**src/rtl/parity_pkg.sv**
```systemverilog
// Shared definitions for the streaming parity frame generator: FSM state
// encoding and the parity helper used by both the block and its bench.
package parity_pkg;

    typedef enum logic [1:0] {
        IDLE  = 2'd0,
        DATA  = 2'd1,
        TRAIL = 2'd2
    } state_t;

    // Operands narrower than 64 bits are zero-extended, which leaves the XOR unchanged.
    function automatic logic parity_of(input logic [63:0] data, input logic odd);
        return (^data) ^ odd;
    endfunction

endpackage

```
**src/rtl/parity_reduce.sv**
```systemverilog
// Combinational XOR-reduction of a WIDTH-bit word to its even-parity bit.
module parity_reduce #(
    parameter int WIDTH = 8
) (
    input  logic [WIDTH-1:0] i_data,
    output logic             o_par
);

    assign o_par = ^i_data;

endmodule

```
**src/rtl/parity_frame_gen.sv**
```systemverilog
// Streaming parity generator: per-beat parity plus a column-parity trailer per frame.
// Optional build macro PARITY_ERR_INJ_EN adds the err_inj port for parity fault injection.
module parity_frame_gen
    import parity_pkg::*;
#(
    parameter int WIDTH     = 8,
    parameter int FRAME_LEN = 16
) (
    input  logic             clk,
    input  logic             rst,
`ifdef PARITY_ERR_INJ_EN
    input  logic             err_inj,
`endif
    input  logic             odd_mode,
    input  logic             s_valid,
    output logic             s_ready,
    input  logic [WIDTH-1:0] s_data,
    input  logic             s_last,
    output logic             m_valid,
    input  logic             m_ready,
    output logic [WIDTH-1:0] m_data,
    output logic             m_par,
    output logic             m_trailer,
    output logic             m_last
);

    localparam int             CNT_W = $clog2(FRAME_LEN + 1);
    localparam logic [CNT_W-1:0] LEN_C = CNT_W'(FRAME_LEN);

    state_t             r_state;
    logic [WIDTH-1:0]   r_acc;
    logic [CNT_W-1:0]   r_cnt;
    logic               r_frame_odd;
    logic               r_m_valid;
    logic [WIDTH-1:0]   r_m_data;
    logic               r_m_par;
    logic               r_m_trailer;
    logic               r_m_last;

    logic               w_out_free;
    logic               w_accept;
    logic               w_odd;
    logic               w_inj;
    logic [CNT_W-1:0]   w_cnt_next;
    logic               w_close;
    logic [WIDTH-1:0]   w_next_data;
    logic               w_red;
    logic               w_par;

    assign w_out_free = !r_m_valid || m_ready;
    assign s_ready    = w_out_free && (r_state != TRAIL);
    assign w_accept   = s_valid && s_ready;

`ifdef PARITY_ERR_INJ_EN
    assign w_inj = err_inj;
`else
    assign w_inj = 1'b0;
`endif

    // The first beat of a frame takes its polarity straight from odd_mode.
    always_comb begin
        w_odd       = (r_state == IDLE) ? odd_mode : r_frame_odd;
        w_cnt_next  = (r_state == IDLE) ? CNT_W'(1) : r_cnt + CNT_W'(1);
        w_close     = s_last || (w_cnt_next == LEN_C);
        w_next_data = (r_state == TRAIL) ? (r_acc ^ {WIDTH{r_frame_odd}}) : s_data;
    end

    parity_reduce #(.WIDTH(WIDTH)) u_reduce (
        .i_data (w_next_data),
        .o_par  (w_red)
    );

    assign w_par = parity_of(64'(w_red), w_odd) ^ w_inj;

    always_ff @(posedge clk) begin
        if (rst) begin
            r_state     <= IDLE;
            r_acc       <= '0;
            r_cnt       <= '0;
            r_frame_odd <= 1'b0;
            r_m_valid   <= 1'b0;
            r_m_data    <= '0;
            r_m_par     <= 1'b0;
            r_m_trailer <= 1'b0;
            r_m_last    <= 1'b0;
        end else if (w_out_free) begin
            if (r_state == TRAIL) begin
                r_m_valid   <= 1'b1;
                r_m_data    <= w_next_data;
                r_m_par     <= w_par;
                r_m_trailer <= 1'b1;
                r_m_last    <= 1'b1;
                r_acc       <= '0;
                r_cnt       <= '0;
                r_state     <= IDLE;
            end else if (w_accept) begin
                r_m_valid   <= 1'b1;
                r_m_data    <= w_next_data;
                r_m_par     <= w_par;
                r_m_trailer <= 1'b0;
                r_m_last    <= 1'b0;
                r_cnt       <= w_cnt_next;
                r_state     <= w_close ? TRAIL : DATA;
                if (r_state == IDLE) begin
                    r_frame_odd <= odd_mode;
                    r_acc       <= s_data;
                end else begin
                    r_acc       <= r_acc ^ s_data;
                end
            end else begin
                r_m_valid <= 1'b0;
            end
        end
    end

    assign m_valid   = r_m_valid;
    assign m_data    = r_m_data;
    assign m_par     = r_m_par;
    assign m_trailer = r_m_trailer;
    assign m_last    = r_m_last;

endmodule

```
**config.mk**
```make
export PLATFORM = sky130hd
export DESIGN_NAME = parity_frame_gen
export DESIGN_NICKNAME = d
export VERILOG_FILES = /design/src/rtl/parity_pkg.sv /design/src/rtl/parity_reduce.sv /design/src/rtl/parity_frame_gen.sv
export SDC_FILE = /design/constraint.sdc
export NUM_CORES = 1
export LEC_CHECK = 0
export CAP_MARGIN = 20
export CORE_ASPECT_RATIO = 0.8
export CORE_UTILIZATION = 49
export DETAILED_ROUTE_END_ITERATION = 8
export GPL_ROUTABILITY_DRIVEN = 0
export PLACE_DENSITY_LB_ADDON = 0.05
export SYNTH_ARGS = -nofsm -noshare
export SYNTH_HDL_FRONTEND = slang
export SYNTH_SLANG_ARGS = --single-unit
```
**constraint.sdc**
```tcl
create_clock -name clk -period 1.85 [get_ports clk]
set_clock_uncertainty 0.15 [all_clocks]
set_input_delay 0.4625 -clock clk [delete_from_list [all_inputs] [get_ports clk]]
set_output_delay 0.4625 -clock clk [all_outputs]
set_load 0.05 [all_outputs]
```
# Word level (Yosys, flattened, before mapping)

Cells that the tools add are included.

$add $sub $neg: 1
Reduce and logical (&&, ||, !) cells: 11
Equality and inequality tests: 3
Multiplexer cells: 19
Bitwise logic cells: 4

Operators with widths:

| operator              | number |
|---|---|
| $reduce_xor A64 Y1    | 1 |
| $mux W8               | 6 |
| $xor A8 B8 Y8         | 2 |
| $mux W5               | 3 |
| $reduce_xor A8 Y1     | 1 |
| $mux W1               | 7 |
| $mux W2               | 3 |
| $add A5 B1 Y5 const B | 1 |
| $eq A5 B5 Y1 const B  | 1 |
| $reduce_and A3 Y1     | 1 |
| $eq A2 B2 Y1 const B  | 1 |
| $logic_and A1 B1 Y1   | 2 |
| $logic_not A2 Y1      | 1 |
| $logic_or A1 B1 Y1    | 2 |
| $ne A2 B2 Y1 const B  | 1 |
| $reduce_and A2 Y1     | 1 |
| $reduce_bool A2 Y1    | 1 |
| $logic_not A1 Y1      | 1 |
| $not A1 Y1            | 1 |
| $xor A1 B1 Y1         | 1 |

Register bits: 27
Logic and storage cells: 46
Output and inout port bits: 13
Input bits: 14

# Longest topological paths before layout

Gate-level depths: netlist of run 1.

Depth in word-level cells: 7
Gate-level depth with buffers: 7
Depth with buffers taken out: 7

# By module

A second synthesis of run 1 with hierarchy kept.

Cell total of the unflattened synthesis: 186
Area, all modules: 1591.5 µm²

By module, submodules not included:

| module           | times used | sequential area each (µm²) | cells each | area an instance (µm²) |
|---|---|---|---|---|
| parity_frame_gen | 1          | 540.5                      | 179        | 1530.2 |
| parity_reduce    | 1          | 0.0                        | 7          | 61.3 |

# Worst setup path before layout of run 1

No wires, ideal clock.

Kind: register to register
From: reg r_m_valid (netlist: m_valid)
To: reg r_frame_odd
Period minus slack after synthesis: 2.521 ns
Setup time: 0.128 ns
Cell stages (with the launch flop): 8
Data arrival time: 2.243 ns
Data required time: 1.572 ns
Path buffers: 1
Slack: -0.671 ns
Cells stage by stage: dfxtp_1 nand2b_1 buf_2 nor2b_1 nand2_1 nor2_1 mux2i_1 nor2_1

Cells in the longest elaborated chain, start to end: 5

Ends and longest elaborated chain:

| what                        | line                    | text |
|---|---|---|
| start, declared             | parity_frame_gen.sv:34  | `logic r_m_valid;` |
| start signal, assigned      | parity_frame_gen.sv:81  | `r_m_valid <= 1'b0;` |
| start signal, assigned      | parity_frame_gen.sv:88  | `r_m_valid <= 1'b1;` |
| start signal, assigned      | parity_frame_gen.sv:97  | `r_m_valid <= 1'b1;` |
| $logic_not A1 Y1            | parity_frame_gen.sv:50  | `assign w_out_free = !r_m_valid \|\| m_ready;` |
| $logic_or A1 B1 Y1          | parity_frame_gen.sv:50  |  |
| $logic_and A1 B1 Y1         | parity_frame_gen.sv:51  | `assign s_ready = w_out_free && (r_state != TRAIL);` |
| via s_ready                 | parity_frame_gen.sv:16  | `output logic s_ready,` |
| $logic_and A1 B1 Y1         | parity_frame_gen.sv:52  | `assign w_accept = s_valid && s_ready;` |
| $reduce_and A3 Y1 (no line) | --                      |  |
| end signal, assigned        | parity_frame_gen.sv:105 | `r_frame_odd <= odd_mode;` |
| end, declared               | parity_frame_gen.sv:33  | `logic r_frame_odd;` |

The timed path passes the listed nets, and every way through them passes these cells.
A chain may end at the register's enable or synchronous reset.

# Worst setup path in the final report of run 1

From: reg r_state[1]
To: out s_ready

Cells in the longest elaborated chain, start to end: 2

Ends and longest elaborated chain:

| what                   | line                    | text |
|---|---|---|
| start, declared        | parity_frame_gen.sv:30  | `state_t r_state;` |
| start signal, assigned | parity_frame_gen.sv:103 | `r_state <= w_close ? TRAIL : DATA;` |
| $ne A2 B2 Y1           | parity_frame_gen.sv:51  |  |
| $logic_and A1 B1 Y1    | parity_frame_gen.sv:51  |  |
| end, declared          | parity_frame_gen.sv:16  |  |

Every way passes these cells.

==> impl_results.md, run 1 <==
* Final Non-Filler Cells at 264
* Share of cells above drive strength 1 at 23.5%
* WP depth at 4
* Via/cell ratio at 5.38
* Total die area at 3290 um2
* DP HPWL at roughly 2600 um
* Largest net degree at the start of global routing at 28
* Slew at the pin with the worst max-slew slack at 300 ps
* CTS tree: yes
* R2R cell count at 6
* Synth cell types at 33
* Register area at approximately 540 um2
* Sequential cell area fraction in the yosys report at between 30% and 40%
* Top-count cell post-synth: nand2_1
* Syn Nets at 199
* Final core occ at 74.9%
* Synth Area in Simple Gates at between 10% and 20%
* Max Cap Viol at 0
* Syn Std Cell Area at 1500 um2
* Pint at 1.04 mW
* CTS root buf: clkbuf_8
* Complex-gate fraction of the synthesized area at 21.2%
* WHS Path Cells at 2
* Clock share of power at 21.9%
* WL final at about 3800 um
* H-Tree Depth at 1
* PortBufs at 26
* Critical Path Start: r_state[1]
* Crit. End Element: output port
* Top delay family on crit path: flip-flops
* Row cnt at 17
* Worst-path cell chain: nor2b_4 -> buf_6 -> nor2b_4 -> buf_12
* Post-synth top area share at 36.0%
* Leading area contributor after synthesis: dfxtp_1
* Synth warn at 0
* CTS Buf Count at 3
* IO Count at 27
* CP Class: flop to output port
* Slowest CP cell: dfxtp_1
* Layout area overhead at 41.0%
* HP Class: flop to flop
* Crit-path most repeated cell: nor2b_4
* Most frequent cells after synthesis: 29 x nand2_1, 27 x dfxtp_1, 19 x xnor2_1, 17 x a21oi_1, 16 x nor2_1
* Nets at 242
* Starting Density at 53.1%
* Fin. Hold Viols at 0
* Drc violations at 0
* Worst setup path endpoint: s_ready
* Via count at 1421
* CTS Sinks at 27
* Asr flop ratio synth at 0%
* Adder-Cell Fraction of Synth Area at 0.833%
* Vias in the first global route at 1380
* Status: finished clean
* R2r startpoint: r_state[1]
* Clock buffer depth at 2
* Buf/Inv on CP at 2
* Cell area after placement at between 2000 and 2500 um2
* First-pass DRT Iterations at 4
* Pwr Density at 731 nW/um2
* Switch share at approximately a third
* Latest clock arrival within the worst-skew pair at 270 ps
* Most used flip-flop cell after synthesis: dfxtp_1
* Fin crit share at just under 100%
* Post-CTS Hold Buffers at 0
* Synthesized area per cell at 8.17 um2
* Post-synthesis xor/xnor area fraction at 14.0%
* Chip height at 51.5 um
* Mux share of post-synthesis cell area at between 5 and 6%
* DRT antenna net count at 0
* Cell area after layout at 2120 um2
* Setup violators final at 0
* Max Fclk at 554 MHz
* Area contributors post-synth: dfxtp_1 36%, xnor2_1 11%, nand2_1 7.2%
* Tot Pwr at 1.55 mW
* Comb pwr share at 35.2%
* Initial antenna violation count at 0
* Synthesized flop and latch total at 27
* Multi-input logic area at around 910 um2
* Total GRT Usage at around a quarter
* CP max stage delay at 340 ps
* Largest family of logic cells by synthesized area: compound AO/OA/AOI/OAI gates
* # diodes at 0
* Grt ovf at 0
* Pins Over Slew Limit at 0
* Worst-path clk slew at roughly 90 ps
* Core Region at approximately 2800 um2
* First-pass GRT wire length at about 6200 um
* DR WL/cell at 14.4 um
* Gate Count Post-Synth at roughly 180
* Final hold slack at 306 ps
* Post-synth EDFFs at 0
* Peak fanout along the critical path at 6
* Switching power at 510 uW
* Filler Cell Count at 218
* Worst vdd ir at 0.000716 V
* Placed Cells at 258
* Worst Path Arrival at between 1000 and 1500 ps
* WP data required at 1240 ps
* Leakage at between 0.8 and 0.9 nW
* Worst slew margin at 80.0%
* Die width at 63.9 um
* CP Launch Type: flop
* Register share of total power at ~43%
* Worst r2r dst: m_par
* Min Clock Period, post-route at 1810 ps
* Reg2reg setup slack at roughly 100 ps
* Drt initial violations at between 50 and 60
-- worst min-delay path, delay by kind of cell (launching register included) --
family           cells  cell delay (ps)
flip-flops           1              320
AND/OR/NAND/NOR      1               50
AO/OA/AOI/OAI        1               50
-- stage by stage --
stage	setup TNS, ps	worst slack [ps]
final	0	45.0
after global routing	-4.67	-4.67
after CTS	0	18.9
after detailed placement	-5600	-330
after global placement	-4820	-299
after floorplan	0	3.66
-- what timing repair did --
| item | CTS | global route |
|---|---|---|
| resized for setup | 5 | 6 |
| endpoints found under the hold margin | 0 | 0 |
| pin swaps | 4 | 3 |
| setup endpoints to repair | 3 | 3 |
| buffers inserted | 2 | 0 |
-- layer usage --
| metal | up-vias | GRT usage (%) | routed length [um] |
|---|---|---|---|
| met2 | 29 | 44.9 | 1900 |
| met1 | 670 | 29.9 | 1740 |
| met5 | - | 0 | 0 |
| met3 | 4 | 5.92 | 140 |
| li1 | 718 | - | - |
| met4 | 0 | 5.68 | 24 |
-- power by group through the flow --
| stage | Combinational [mW] | Sequential, mW | Clock, mW |
|---|---|---|---|
| 6_report | 0.545 | 0.665 | 0.340 |
| 4_1_cts | 0.545 | 0.664 | 0.353 |
| 3_3_place_gp | 0.523 | 0.673 | 0 |
| 2_1_floorplan | 0.260 | 0.739 | 0 |
| 5_1_grt | 0.579 | 0.670 | 0.379 |
| 3_5_place_dp | 0.535 | 0.676 | 0 |
-- cell families after synthesis --
family,after synthesis
flip-flops,27
XOR/XNOR,24
multiplexers,8
AND/OR/NAND/NOR,58
AO/OA/AOI/OAI,49
adder cells (fa/ha/maj),1
buffers and inverters,17
-- how the worst min path moves through the flow --
| stage | to | startpoint |
|---|---|---|
| 4_1_cts | m_data[6] | m_data[6] |
| 6_report | m_data[6] | m_data[6] |
| 5_1_grt | m_data[6] | m_data[6] |
| 2_1_floorplan | r_cnt[1] | r_cnt[1] |
| 3_3_place_gp | m_data[6] | m_data[6] |
| 3_5_place_dp | m_data[6] | m_data[6] |
-- state kept, by name, indices dropped and copies added, names as in the netlist --
| name | count |
|---|---|
| r_acc | 8 |
| m_par | 1 |
| r_state | 2 |
| m_valid | 1 |
| r_cnt | 5 |
| m_data | 8 |
| m_last | 1 |
| r_frame_odd | 1 |
-- layout make-up --
cell class	instances	area share, %
timing repair buffer	53	26.7
clock buffer	4	2.13
multi-input combinational	140	43.0
tap	38	2.24
sequential	27	25.6
inverter	2	0.354
-- cell usage in the layout, fill, tap and decap left out, types with 2 or more instances in the layout --
cell,count
buf_4,29
nand2_1,28
dfxtp_1,26
xnor2_1,18
a21oi_1,17
nor2_1,15
buf_12,10
a22oi_1,8
mux2i_1,8
o211ai_1,7
clkdlybuf4s50_1,6
xor2_1,5
o21ai_0,5
a32oi_1,4
dlymetal6s2s_1,4
nand3_1,3
clkbuf_8,3
dlygate4sd2_1,3
nor2b_4,2
and2_1,2
inv_1,2
a211oi_1,2
a31oi_1,2
Power figures use the tool's default switching activity.
==> inputs of run 2 (changes only) <==
Settings changed: SYNTH_HIERARCHICAL set to 1.
==> run 2 against run 1 <==
The run now ends with negative setup slack left; largest power group unchanged; global-route usage fell by 0.99 points; cell area rose by 1.5%; first-iteration DRC count rose by 57%; sequential share of layout area decreased by 0.37 points; power up 2.4%; highest routed layer unchanged; maximum frequency is 10% lower; critical path depth is the same; non-clock buffer count decreased by 3; combinational power up 4.8%; hold slack better by 8.6 ps; largest cell class unchanged; synthesized cell count is 1.1% higher; register-to-register slack worse by 260 ps.
==> impl_results.md, run 2 <==
* Fin. Hold Viols at 0 (unchanged)
* Worst-path cell chain: clkdlybuf4s50_1 -> nand2b_1 -> nor2b_2 -> buf_12 (was nor2b_4 -> buf_6 -> nor2b_4 -> buf_12)
* Drc violations at 0 (unchanged)
* CP max stage delay at 450 ps (was 340 ps)
* Worst Path Arrival at 1400 ps (was 1190 ps)
* Status: finished with violations (was finished clean)
* Failing checks: negative setup slack
* Synth warn at 6 (was 0)
* Share of cells above drive strength 1 at 26.0% (was 23.5%)
* RSZ-0062 raised after global routing: true
* Area contributors post-synth: dfxtp_1 34%, mux2_4 7.5%, nor2b_1 6.7% (was dfxtp_1 36%, xnor2_1 11%, nand2_1 7.2%)
* Synthesized flop and latch total at 27 (unchanged)
* Slowest CP cell: clkdlybuf4s50_1 (was dfxtp_1)
* Peak fanout along the critical path at 2 (was 6)
* Leading area contributor after synthesis: dfxtp_1 (unchanged)
* Filler Cell Count at 242 (was 218)
* Asr flop ratio synth at 0% (unchanged)
* CP Launch Type: input port (was flop)
* Most frequent cells in the layout: 28 x buf_4, 26 x dfxtp_1, 19 x a21oi_1, 19 x nand2_1, 16 x nor2b_1 (was 29 x buf_4, 28 x nand2_1, 26 x dfxtp_1)
* Setup violators final at 2 (was 0)
* Grt ovf at 0 (unchanged)
* HP Class: flop to flop (unchanged)
* Synthesized area per cell at 8.56 um2 (was 8.17 um2)
* WL final at 3830 um (was 3810 um)
* CTS tree: yes (unchanged)
* Post-route setup slack at -159 ps (was 45.0 ps)
* CTS Buf Count at 3 (unchanged)
* WHS Path Cells at 2 (unchanged)
* Top-count cell post-synth: dfxtp_1 (was nand2_1)
* DP HPWL at 2860 um (was 2650 um)
* Total GRT Usage at 23.8% (was 24.8%)
* Nets at 243 (was 242)
* Placed Cells at 263 (was 258)
* Via/cell ratio at 5.56 (was 5.38)
* Clock buffer depth at 2 (unchanged)
* Worst-path clk slew at 100 ps (was 90 ps)
* Sequential cell area fraction in the yosys report at 34.0% (was 36.0%)
* Via count at 1485 (was 1421)
* DP Worst Slack at -459 ps (was -330 ps)
* Most frequent cells after synthesis: 27 x dfxtp_1, 19 x a21oi_1, 19 x nand2_1, 17 x nor2b_1, 13 x nand3_1 (was 29 x nand2_1, 27 x dfxtp_1, 19 x xnor2_1, 17 x a21oi_1, 16 x nor2_1)
* Row cnt at 18 (was 17)
* Largest net degree at the start of global routing at 25 (was 28)
* Worst slew margin at 81.9% (was 80.0%)
* R2r startpoint: r_state[1] (unchanged)
* Max Cap Viol at 0 (unchanged)
* Core Region at 3090 um2 (was 2830 um2)
* Drt initial violations at 85 (was 54)
* DRT antenna net count at 0 (unchanged)
* Reg2reg setup slack at -160 ps (was 100 ps)
* Hold_sp: m_data[7] (was m_data[6])
* # diodes at 0 (unchanged)
* Fin crit share at 109% (was 97.6%)
* First-pass DRT Iterations at 4 (unchanged)
* Post-CTS Hold Buffers at 0 (unchanged)
* Syn Nets at 201 (was 199)
* Gate Count Post-Synth at 186 (was 184)
* Vias in the first global route at 1344 (was 1380)
* Die width at 65.7 um (was 63.9 um)
* Total die area at 3480 um2 (was 3290 um2)
* Synth cell types at 36 (was 33)
* Crit. End Element: output port (unchanged)
* CP Class: input port to output port (was flop to output port)
* Worst r2r dst: m_par (unchanged)
* PortBufs at 26 (unchanged)
* Postcts setup bufs at 0 (was 2)
* H-Tree Depth at 1 (unchanged)
* WP data required at 1240 ps (about the same)
* Cell area after placement at 2090 um2 (was 2030 um2)
* Pins Over Slew Limit at 0 (unchanged)
* R2R cell count at 8 (was 6)
* Multi-input logic area at 978 um2 (was 911 um2)
* Slew at the pin with the worst max-slew slack at 263 ps (was 300 ps)
* Post-synth top area share at 34.0% (was 36.0%)
* CTS Sinks at 27 (unchanged)
* Buf/Inv on CP at 2 (unchanged)
* Register area at 542 um2 (unchanged)
* Latest clock arrival within the worst-skew pair at 280 ps (was 270 ps)
* Syn Std Cell Area at 1590 um2 (was 1500 um2)
* Most common cell after layout, fill and taps aside: buf_4 (unchanged)
* Worst vdd ir at 0.000431 V (was 0.000716 V)
* Cell area after layout at 2150 um2 (was 2120 um2)
* DR WL/cell at 14.4 um (about the same)
* Max Fclk at 498 MHz (was 554 MHz)
* Layout area overhead at 35.1% (was 41.0%)
* Post-synth EDFFs at 0 (unchanged)
* Most used flip-flop cell after synthesis: dfxtp_1 (unchanged)
* Starting Density at 51.6% (was 53.1%)
* CTS root buf: clkbuf_8 (unchanged)
* Hold endpoint: m_data[7] (was m_data[6])
* First-pass GRT wire length at 6180 um (was 6240 um)
* Top delay family on crit path: buffers and inverters (was flip-flops)
* Initial antenna violation count at 0 (unchanged)
* IO Count at 27 (unchanged)
* Pwr Density at 738 nW/um2 (was 731 nW/um2)
* Final Non-Filler Cells at 267 (was 264)
* Leakage at 0.914 nW (was 0.852 nW)
* Min Clock Period, post-route at 2010 ps (was 1810 ps)
* Setup TNS at -317 ps (was 0 ps)
* Chip height at 53.0 um (was 51.5 um)
-- run 2: cell types whose count changed after synthesis, sizes merged, moves of 6 or more --
| cell | previous run | this run |
|---|---|---|
| nand3 | 3 | 13 |
| nand2 | 29 | 19 |
| mux2 | 0 | 8 |
| nor2b | 2 | 18 |
| nand4 | 1 | 8 |
| nor2 | 16 | 7 |
| xnor2 | 19 | 6 |
| xor2 | 5 | 12 |
| mux2i | 8 | 2 |
-- run 2: power breakdown --
| part | switching [mW] | total (mW) | internal [mW] |
|---|---|---|---|
| combinational | 0.293 | 0.571 | 0.278 |
| clock | 0.194 | 0.345 | 0.152 |
| sequential | 0.0424 | 0.669 | 0.627 |
-- run 2: worst register-to-register path: stages, from the launching register on --
cell     delay (ps)
dfxtp_2         330
nor2b_4         160
buf_4           170
mux2_4          330
xor2_2          150
xnor2_1         170
xnor2_1         160
xor2_1          210
o31ai_2          70
-- run 2: worst max-delay path by stage --
stage | depth (start not counted) | startpoint | slack [ps] | endpoint
6_report | 4 | m_ready | -160 | s_ready
5_1_grt | 8 | r_state[1] | -230 | m_par
4_1_cts | 8 | r_state[1] | -170 | m_par
3_5_place_dp | 7 | s_data[3] | -460 | m_par
3_3_place_gp | 7 | s_data[3] | -410 | m_par
2_1_floorplan | 9 | r_state[0] | -170 | m_par
-- run 2: final cells by class --
cell class,count,area share (%)
sequential,27,25.2
clock buffer,3,1.92
timing repair buffer,50,24.3
multi-input combinational,143,45.5
tap,40,2.33
clock inverter,1,0.233
inverter,3,0.524
-- run 2: through the flow --
step	total power [mW]	utilization (%)	hold slack [ps]
final	1.59	69.7	314
after floorplan	1.03	-	334
after global placement	1.23	67.6	292
after global routing	1.66	69.7	337
after detailed placement	1.25	67.6	304
after CTS	1.59	69.3	317
-- run 2: logic make-up after synthesis --
| kind of cell | count (synthesis) | synth area share [%] |
|---|---|---|
| AOI/OAI and AO/OA | 44 | 17.6 |
| xor gates and xnor gates | 18 | 9.91 |
| adders and majority gates | 1 | 0.786 |
| buffers and inverters | 16 | 5.66 |
| DFF | 27 | 34.0 |
| muxes | 10 | 8.81 |
| and+or+nand+nor | 70 | 23.3 |
-- run 2: routing by layer --
| metal | vias up | GRT usage (%) | part of all wire [%] |
|---|---|---|---|
| met5 | - | 0 | 0 |
| met4 | 0 | 4.71 | 0.65 |
| met3 | 4 | 5.82 | 5.5 |
| met2 | 51 | 41.3 | 47 |
| met1 | 697 | 29.9 | 47 |
| li1 | 733 | - | - |
-- run 2: timing repair --
item	4_1_cts	5_1_grt
pin swaps	0	2
resized for setup	2	2
endpoints found under the hold margin	0	0
endpoints found under the setup margin	2	2
